$ cat config.mk
export PLATFORM = sky130hd
export DESIGN_NAME = slave_controller
export DESIGN_NICKNAME = d
export VERILOG_FILES = /design/src/rtl/slave_controller.sv
export SDC_FILE = /design/constraint.sdc
export NUM_CORES = 1
export LEC_CHECK = 0
export ABC_CLOCK_PERIOD_IN_PS = 5600
export BUFFER_PORTS_ARGS = -buffer_cell sky130_fd_sc_hd__buf_2
export CAP_MARGIN = 20
export CORE_AREA = 5 5 49 51
export CTS_CLUSTER_DIAMETER = 50
export DETAILED_ROUTE_END_ITERATION = 12
export DIE_AREA = 0 0 54 56
export GPL_TIMING_DRIVEN = 0
export PLACE_DENSITY = 0.65
export SLEW_MARGIN = 15
export SYNTH_ARGS = -nofsm -noshare
export SYNTH_HDL_FRONTEND = slang
export SYNTH_SLANG_ARGS = --single-unit
$ cat constraint.sdc
create_clock -name clk -period 5.6 [get_ports clk]
set_clock_uncertainty 0.15 [all_clocks]
set_input_delay 0.28 -clock clk [delete_from_list [all_inputs] [get_ports clk]]
set_output_delay 0.28 -clock clk [all_outputs]
set_load 0.1 [all_outputs]
$ cat src/rtl/slave_controller.sv
// I2C slave link controller.
// Sequences a slave transaction from the decoded SCL edges and START/STOP
// pulses. It strobes the RX/TX shift registers, requests TX FIFO loads and
// selects what the slave drives onto SDA. Every output is a flop, so each
// response appears in the cycle after the pulse that triggers it.
module slave_controller (
  input  logic       clk,
  input  logic       n_rst,
  input  logic       start_found,
  input  logic       stop_found,
  input  logic       rising_edge_found,
  input  logic       falling_edge_found,
  input  logic       address_match,
  input  logic       rw_mode,
  input  logic       sda_in,
  output logic       rx_enable,
  output logic       rx_data_ready,
  output logic       tx_enable,
  output logic       load_data,
  output logic [1:0] sda_mode,
  output logic       busy
);

  typedef enum logic [2:0] {
    IDLE,
    RX_BYTE,
    RX_ACKWAIT,
    ACK,
    TX_BYTE,
    M_ACK,
    M_ACKWAIT,
    IGNORE
  } state_t;

  // SDA drive encodings
  localparam logic [1:0] SDA_RELEASE = 2'b00;
  localparam logic [1:0] SDA_ACK     = 2'b01;
  localparam logic [1:0] SDA_TX      = 2'b11;

  state_t     state, state_next;
  logic [3:0] count, count_next;
  logic       first_byte, first_byte_next;

  logic       rx_enable_next;
  logic       rx_data_ready_next;
  logic       tx_enable_next;
  logic       load_data_next;
  logic [1:0] sda_mode_next;
  logic       busy_next;

  // Next state, counter and output values
  always_comb begin
    // NOTE: every variable gets a default before any branch; a path that left
    // one unassigned would infer a latch.
    state_next         = state;
    count_next         = count;
    first_byte_next    = first_byte;
    rx_enable_next     = 1'b0;
    rx_data_ready_next = 1'b0;
    tx_enable_next     = 1'b0;
    load_data_next     = 1'b0;

    if (stop_found) begin
      // STOP takes priority over everything, including a START in the same cycle.
      state_next      = IDLE;
      count_next      = 4'd0;
      first_byte_next = 1'b0;
    end else if (start_found) begin
      // A START or repeated START always begins a fresh address byte.
      state_next      = RX_BYTE;
      count_next      = 4'd0;
      first_byte_next = 1'b1;
    end else begin
      unique case (state)
        IDLE: ;
        RX_BYTE: begin
          if (rising_edge_found) begin
            rx_enable_next = 1'b1;
            count_next     = count + 4'd1;
            if (count == 4'd7) begin
              state_next         = RX_ACKWAIT;
              rx_data_ready_next = !first_byte;
            end
          end
        end
        RX_ACKWAIT: begin
          if (falling_edge_found) begin
            if (first_byte && !address_match) begin
              state_next = IGNORE;
            end else begin
              state_next     = ACK;
              load_data_next = first_byte && rw_mode;
            end
          end
        end
        ACK: begin
          if (falling_edge_found) begin
            count_next = 4'd0;
            if (rw_mode) begin
              state_next = TX_BYTE;
            end else begin
              state_next      = RX_BYTE;
              first_byte_next = 1'b0;
            end
          end
        end
        TX_BYTE: begin
          // The first bit is already on the line when the byte is loaded, so
          // only the first seven falls shift; the eighth hands SDA to the master.
          if (falling_edge_found) begin
            count_next = count + 4'd1;
            if (count == 4'd7) begin
              state_next = M_ACK;
            end else begin
              tx_enable_next = 1'b1;
            end
          end
        end
        M_ACK: begin
          if (rising_edge_found) begin
            if (!sda_in) begin
              state_next     = M_ACKWAIT;
              load_data_next = 1'b1;
            end else begin
              state_next = IGNORE;
            end
          end
        end
        M_ACKWAIT: begin
          if (falling_edge_found) begin
            state_next = TX_BYTE;
            count_next = 4'd0;
          end
        end
        IGNORE: ;
        default: state_next = IDLE;
      endcase
    end

    // SDA drive is fixed by the state being entered.
    unique case (state_next)
      ACK:     sda_mode_next = SDA_ACK;
      TX_BYTE: sda_mode_next = SDA_TX;
      default: sda_mode_next = SDA_RELEASE;
    endcase

    busy_next = (state_next != IDLE);
  end

  // State, counter and registered outputs
  always_ff @(posedge clk or negedge n_rst) begin
    // NOTE: the reset branch clears outputs without waiting for a clock edge,
    // so SDA is released the moment n_rst falls.
    if (!n_rst) begin
      state         <= IDLE;
      count         <= 4'd0;
      first_byte    <= 1'b0;
      rx_enable     <= 1'b0;
      rx_data_ready <= 1'b0;
      tx_enable     <= 1'b0;
      load_data     <= 1'b0;
      sda_mode      <= SDA_RELEASE;
      busy          <= 1'b0;
    end else begin
      // NOTE: non-blocking assignments so every flop samples pre-edge values.
      state         <= state_next;
      count         <= count_next;
      first_byte    <= first_byte_next;
      rx_enable     <= rx_enable_next;
      rx_data_ready <= rx_data_ready_next;
      tx_enable     <= tx_enable_next;
      load_data     <= load_data_next;
      sda_mode      <= sda_mode_next;
      busy          <= busy_next;
    end
  end

endmodule

Word level (Yosys, flattened, before mapping)
Cells that the tools add are included.
Widths: inputs -> output; s select.

operators by class
  $add $sub $neg = 1
  reduce and logical (&&, ||, !) cells = 11
  muxes and demuxes = 47
  equality and inequality tests = 13

operator list
  kind                 count
  $mux 3               12
  $mux 1               26
  $mux 4               5
  $pmux 3 s6           1
  $eq 3x3->1 const B   4
  $pmux 4 s3           1
  $eq 3x2->1 const B   3
  $reduce_bool 3->1    3
  $ne 4x4->1 const B   2
  $reduce_bool 5->1    1
  $add 4x1->4 const B  1
  $eq 4x3->1 const B   1
  $ne 4x1->1 const B   1
  $pmux 2 s2           1
  $reduce_and 4->1     1
  $eq 3x1->1 const B   1
  $ne 3x3->1 const B   1
  $reduce_and 3->1     1
  $logic_and 1x1->1    2
  $logic_not 1->1      2
  $pmux 1 s2           1
  $reduce_or 2->1      1

word-level totals
  word-level logic and storage cells = 81
  bits in registers = 15
  output and inout port bits = 7

Depth between registers and ports, before layout
  depth after elaboration = 9
  gate-level depth with buffers = 6

Least setup slack after synthesis
OpenSTA, ideal clock, no wires.

  kind = register to register
  from = reg count[0]
  to = reg sda_mode[1]
  setup time = 119 ps
  slack = 3669 ps
  stages on the path, launching flop included = 7
  path buffers = 0
  required time = 5331 ps
  arrival time = 1662 ps
  cells stage by stage = dfrtp_1 > ha_1 > nand3b_1 > or3b_1 > a311oi_2 > nor4_1 > and2_1

between the ends
  cells in the longest elaborated chain, start to end = 8

ends and longest elaborated chain
  what                                      RTL line  source
  from (decl)                               41        logic [3:0] count, count_next;
  from (signal assigned)                    167       count <= count_next;
  $eq 4x3->1 *                              80, 112
  $mux 3, on equally long branches          112, 80
  $mux 3, on equally long branches          110, 77
  $pmux 3 s6 *                              74        unique case (state)
  $mux 3 *                                  68        end else if (start_found) begin
  $mux 3 *                                  63        if (stop_found) begin
  via state_next[1]                         40        state_t state, state_next;
  $eq 3x3->1 or $eq 3x2->1 (tied branches)  141       unique case (state_next)
  $pmux 2 s2 *                              141
  via sda_mode_next[1]                      48        logic [1:0] sda_mode_next;
  to (signal assigned)                      173       sda_mode <= sda_mode_next;
  to (decl)                                 20        output logic [1:0] sda_mode,

Mark *: on every way through the listed nets, which the timed path passes. The rest lies on a longest branch.
A chain may end at the register's enable or synchronous reset.

Worst setup path after layout
Same ends and word-level chain as after synthesis.

==> flow_metrics.py <==
metrics = {
    "power_and_ir_drop": {
        "seqPwrFrac": 0.537,
        "cellLeakagePower_nw": 0.4410,
        "switchingPower_mw": 0.06223,
        "power_frac_comb": 0.172,
        "p_int_mw": 0.1502,
        "switching_share": 0.2929,
        "clkPwrFrac": 0.291,
        "ir_drop_v": 0.0001310,
        "powerDensity_nw_per_um2": 220.2,
        "power.total_mw": 0.2125,
    },
    "floorplanning": {
        "rows": 16,
        "die_area_sq_um": 3024,
        "fp.dieW_microns": 54,
        "initial_core_util": 0.4303,
        "fp.dieH_microns": 56,
        "ioPinCount": 16,
        "core_region_area_sq_um": 1902,
    },
    "worst_setup_path": {
        "worst_setup_path_start_kind": "flop",
        "required_ns": 5.63,
        "crit_path_end_kind": "flop",
        "crit_fanout": 5,
        "crit_arrival_ns": 2.20,
        "worstSetupPathType": "reg2reg",
    },
    "synthesis": {
        "ys_seq_elements": 15,
        "synth_cell_types": 33,
        "synth_nets": 97,
        "synth_area_per_cell_sq_um": 9.406,
        "syn_area_sq_um": 818.3,
        "synth-seq-area-share": 0.4587,
        "ys_warn_count": 0,
        "syn_inst": 87,
    },
    "cells_and_area": {
        "seqCellArea_sq_um": 375.4,
        "n_fill_cell": 196,
        "final_cell_mix": "dfrtp_1 (15), buf_2 (15), o21ai_0 (9)",
        "syn_to_final_growth_pct": 17.89,
        "fin_cells": 134,
        "utilization": 0.5072,
        "drive_gt1_frac": 0.2710,
        "antennaDiodeCount": 0,
        "multiInputGateArea_sq_um": 387.9,
        "finalNetCount": 118,
    },
    "place": {
        "dp_cells": 129,
        "io_buffers": 15,
        "hpwlAfterDp_microns": 1283,
        "gp_congestion": 0.8905,
        "pre_cts_ws_ns": 3.445,
    },
    "global_route": {
        "grt_max_degree": 16,
        "grt_pass1_vias": 709,
        "grt_overflow": 0,
        "gr-usage-all-layers": 0.1316,
        "grt_pass1_wl_microns": 3049,
        "antenna_found_initial": 0,
    },
    "hold_path": {
        "worstHoldPathType": "in2reg",
    },
    "routing": {
        "drt_iter0_drc": 30,
        "dr.pass1.iters": 4,
        "wl_per_cell_microns": 12.48,
        "totalWireLength_microns": 1672,
        "vias": 701,
        "vias_per_cell": 5.231,
        "ant_nets": 0,
        "post-route-drc-count": 0,
    },
    "sta": {
        "drv_slew": 0,
        "tns_ns": 0,
        "clock.fmax_mhz": 460.7,
        "worst_pin_slew_ns": 0.5072,
        "finalCritPeriodShare": 0.3876,
        "rsz0062_at_grt": "no",
        "setup_slack_ns": 3.430,
        "hold_viol_final": 0,
        "finalSetupViolCount": 0,
        "fin_crit_ns": 2.170,
        "relSlewSlack": 0.6587,
    },
    "cts": {
        "clk_pin_slew_ns": 0.09,
        "cts-root-buf": "clkbuf_4",
        "cts_tree": "done",
        "cts_max_level": 1,
        "insertion_delay_ns": 0.28,
        "cts_buffers": 3,
        "cts_resized": 0,
        "cts_max_path_buffers": 2,
        "cts_sinks": 15,
        "post-cts-setup-buffer-count": 0,
    },
    "status": {
        "outcome": "complete, no violations",
    },
    "run": {
        "drv_cap": 0,
    },
}
-- metrics by stage --
stage / hold slack (ns) / instance area (sq um)
2_1_floorplan: -0.1656 / 818.3
3_3_place_gp: 0.04732 / 927.1
3_5_place_dp: 0.04801 / 927.1
4_1_cts: 0.03069 / 964.7
5_1_grt: 0.04131 / 964.7
6_report: 0.04006 / 964.7
-- registers in the layout, summed over array words and instances, names as in the netlist --
name and flops:
sda_mode 2, first_byte 1, count 4, state 3, tx_enable 1, rx_enable 1, rx_data_ready 1, load_data 1
busy 1
-- kinds of logic (layout without fill, tap and decap cells) --
group | Yosys count | in the layout | synth area share
AO/OA/AOI/OAI | 23 | 23 | 0.1820
XOR/XNOR | 1 | 1 | 0.01071
adder cells (fa/ha/maj) | 1 | 1 | 0.01529
buffers and inverters | 8 | 28 | 0.06727
flip-flops | 15 | 15 | 0.4587
AND/OR/NAND/NOR | 39 | 39 | 0.2661
-- power groups by stage --
stage,registers [mW],logic [mW],clock network [mW]
after floorplan,0.123,0.0175,0
after global placement,0.116,0.0357,0
after detailed placement,0.116,0.0359,0
after CTS,0.114,0.0366,0.0637
after global routing,0.115,0.0403,0.0690
final,0.114,0.0365,0.0619
-- layout make-up --
type	count	share of cell area
Tap cell	27	0.03502
Inverter	5	0.01946
Multi-Input combinational cell	64	0.4021
Buffer	3	0.03761
Clock inverter	1	0.005188
Clock buffer	3	0.02335
Timing Repair Buffer	16	0.08820
Sequential cell	15	0.3891
-- critical path, stage by stage (launching register included) --
cell,delay (ns)
dfrtp_1,0.40
ha_1,0.20
nand3b_1,0.19
or3b_1,0.41
a311oi_2,0.40
nor4_1,0.13
and2_1,0.18
-- cells in the mapped netlist, drive strengths merged --
library cell  count  area share
dfrtp            15        0.46
o21ai             9       0.055
nor2              8       0.037
nand2             6       0.028
inv               5       0.023
a21oi             4       0.024
nor3              4       0.024
nand3             3       0.018
nor4              3       0.023
a31oi             2       0.015
and2              2       0.017
buf               2       0.028
nand2b            2       0.015
nor2b             2       0.024
nor3b             2       0.018
o21a              2       0.018
or2               2       0.015
a211oi            1      0.0092
a22o              1       0.012
a311oi            1       0.018
and2b             1       0.011
and3              1      0.0077
clkbuf            1       0.017
ha                1       0.015
nand3b            1      0.0092
nand4             1      0.0077
o211ai            1      0.0092
o2bb2ai           1       0.011
o31ai             1      0.0092
or3b              1       0.011
xnor2             1       0.011
-- per-layer routing --
metal  track usage  up-vias  wire length (microns)
li1              -      348                      -
met1        0.1738      332                    770
met2        0.2093       21                    822
met3       0.02413        0                     78
met4       0.04626        0                      0
met5             0        -                      0
-- path summary, 6_finish.rpt --
| path | start | to | slack, ns | depth (start not counted) |
|---|---|---|---|---|
| max reg2reg | count[0] | sda_mode[1] | 3.43 | 6 |
| min reg2reg | count[3] | count[3] | 0.33 | 1 |
| min in group asynchronous | n_rst | state[0] | 0.26 | 2 |
| max in group asynchronous | n_rst | count[3] | 4.80 | 2 |
| max | count[0] | sda_mode[1] | 3.43 | 6 |
| min | stop_found | busy | 0.04 | 2 |
-- repair_timing --
item	in CTS	in global routing
hold endpoints to repair	15	0
endpoints found under the setup margin	0	0
hold buffers	1	0
(Power assumes the default switching activity.)
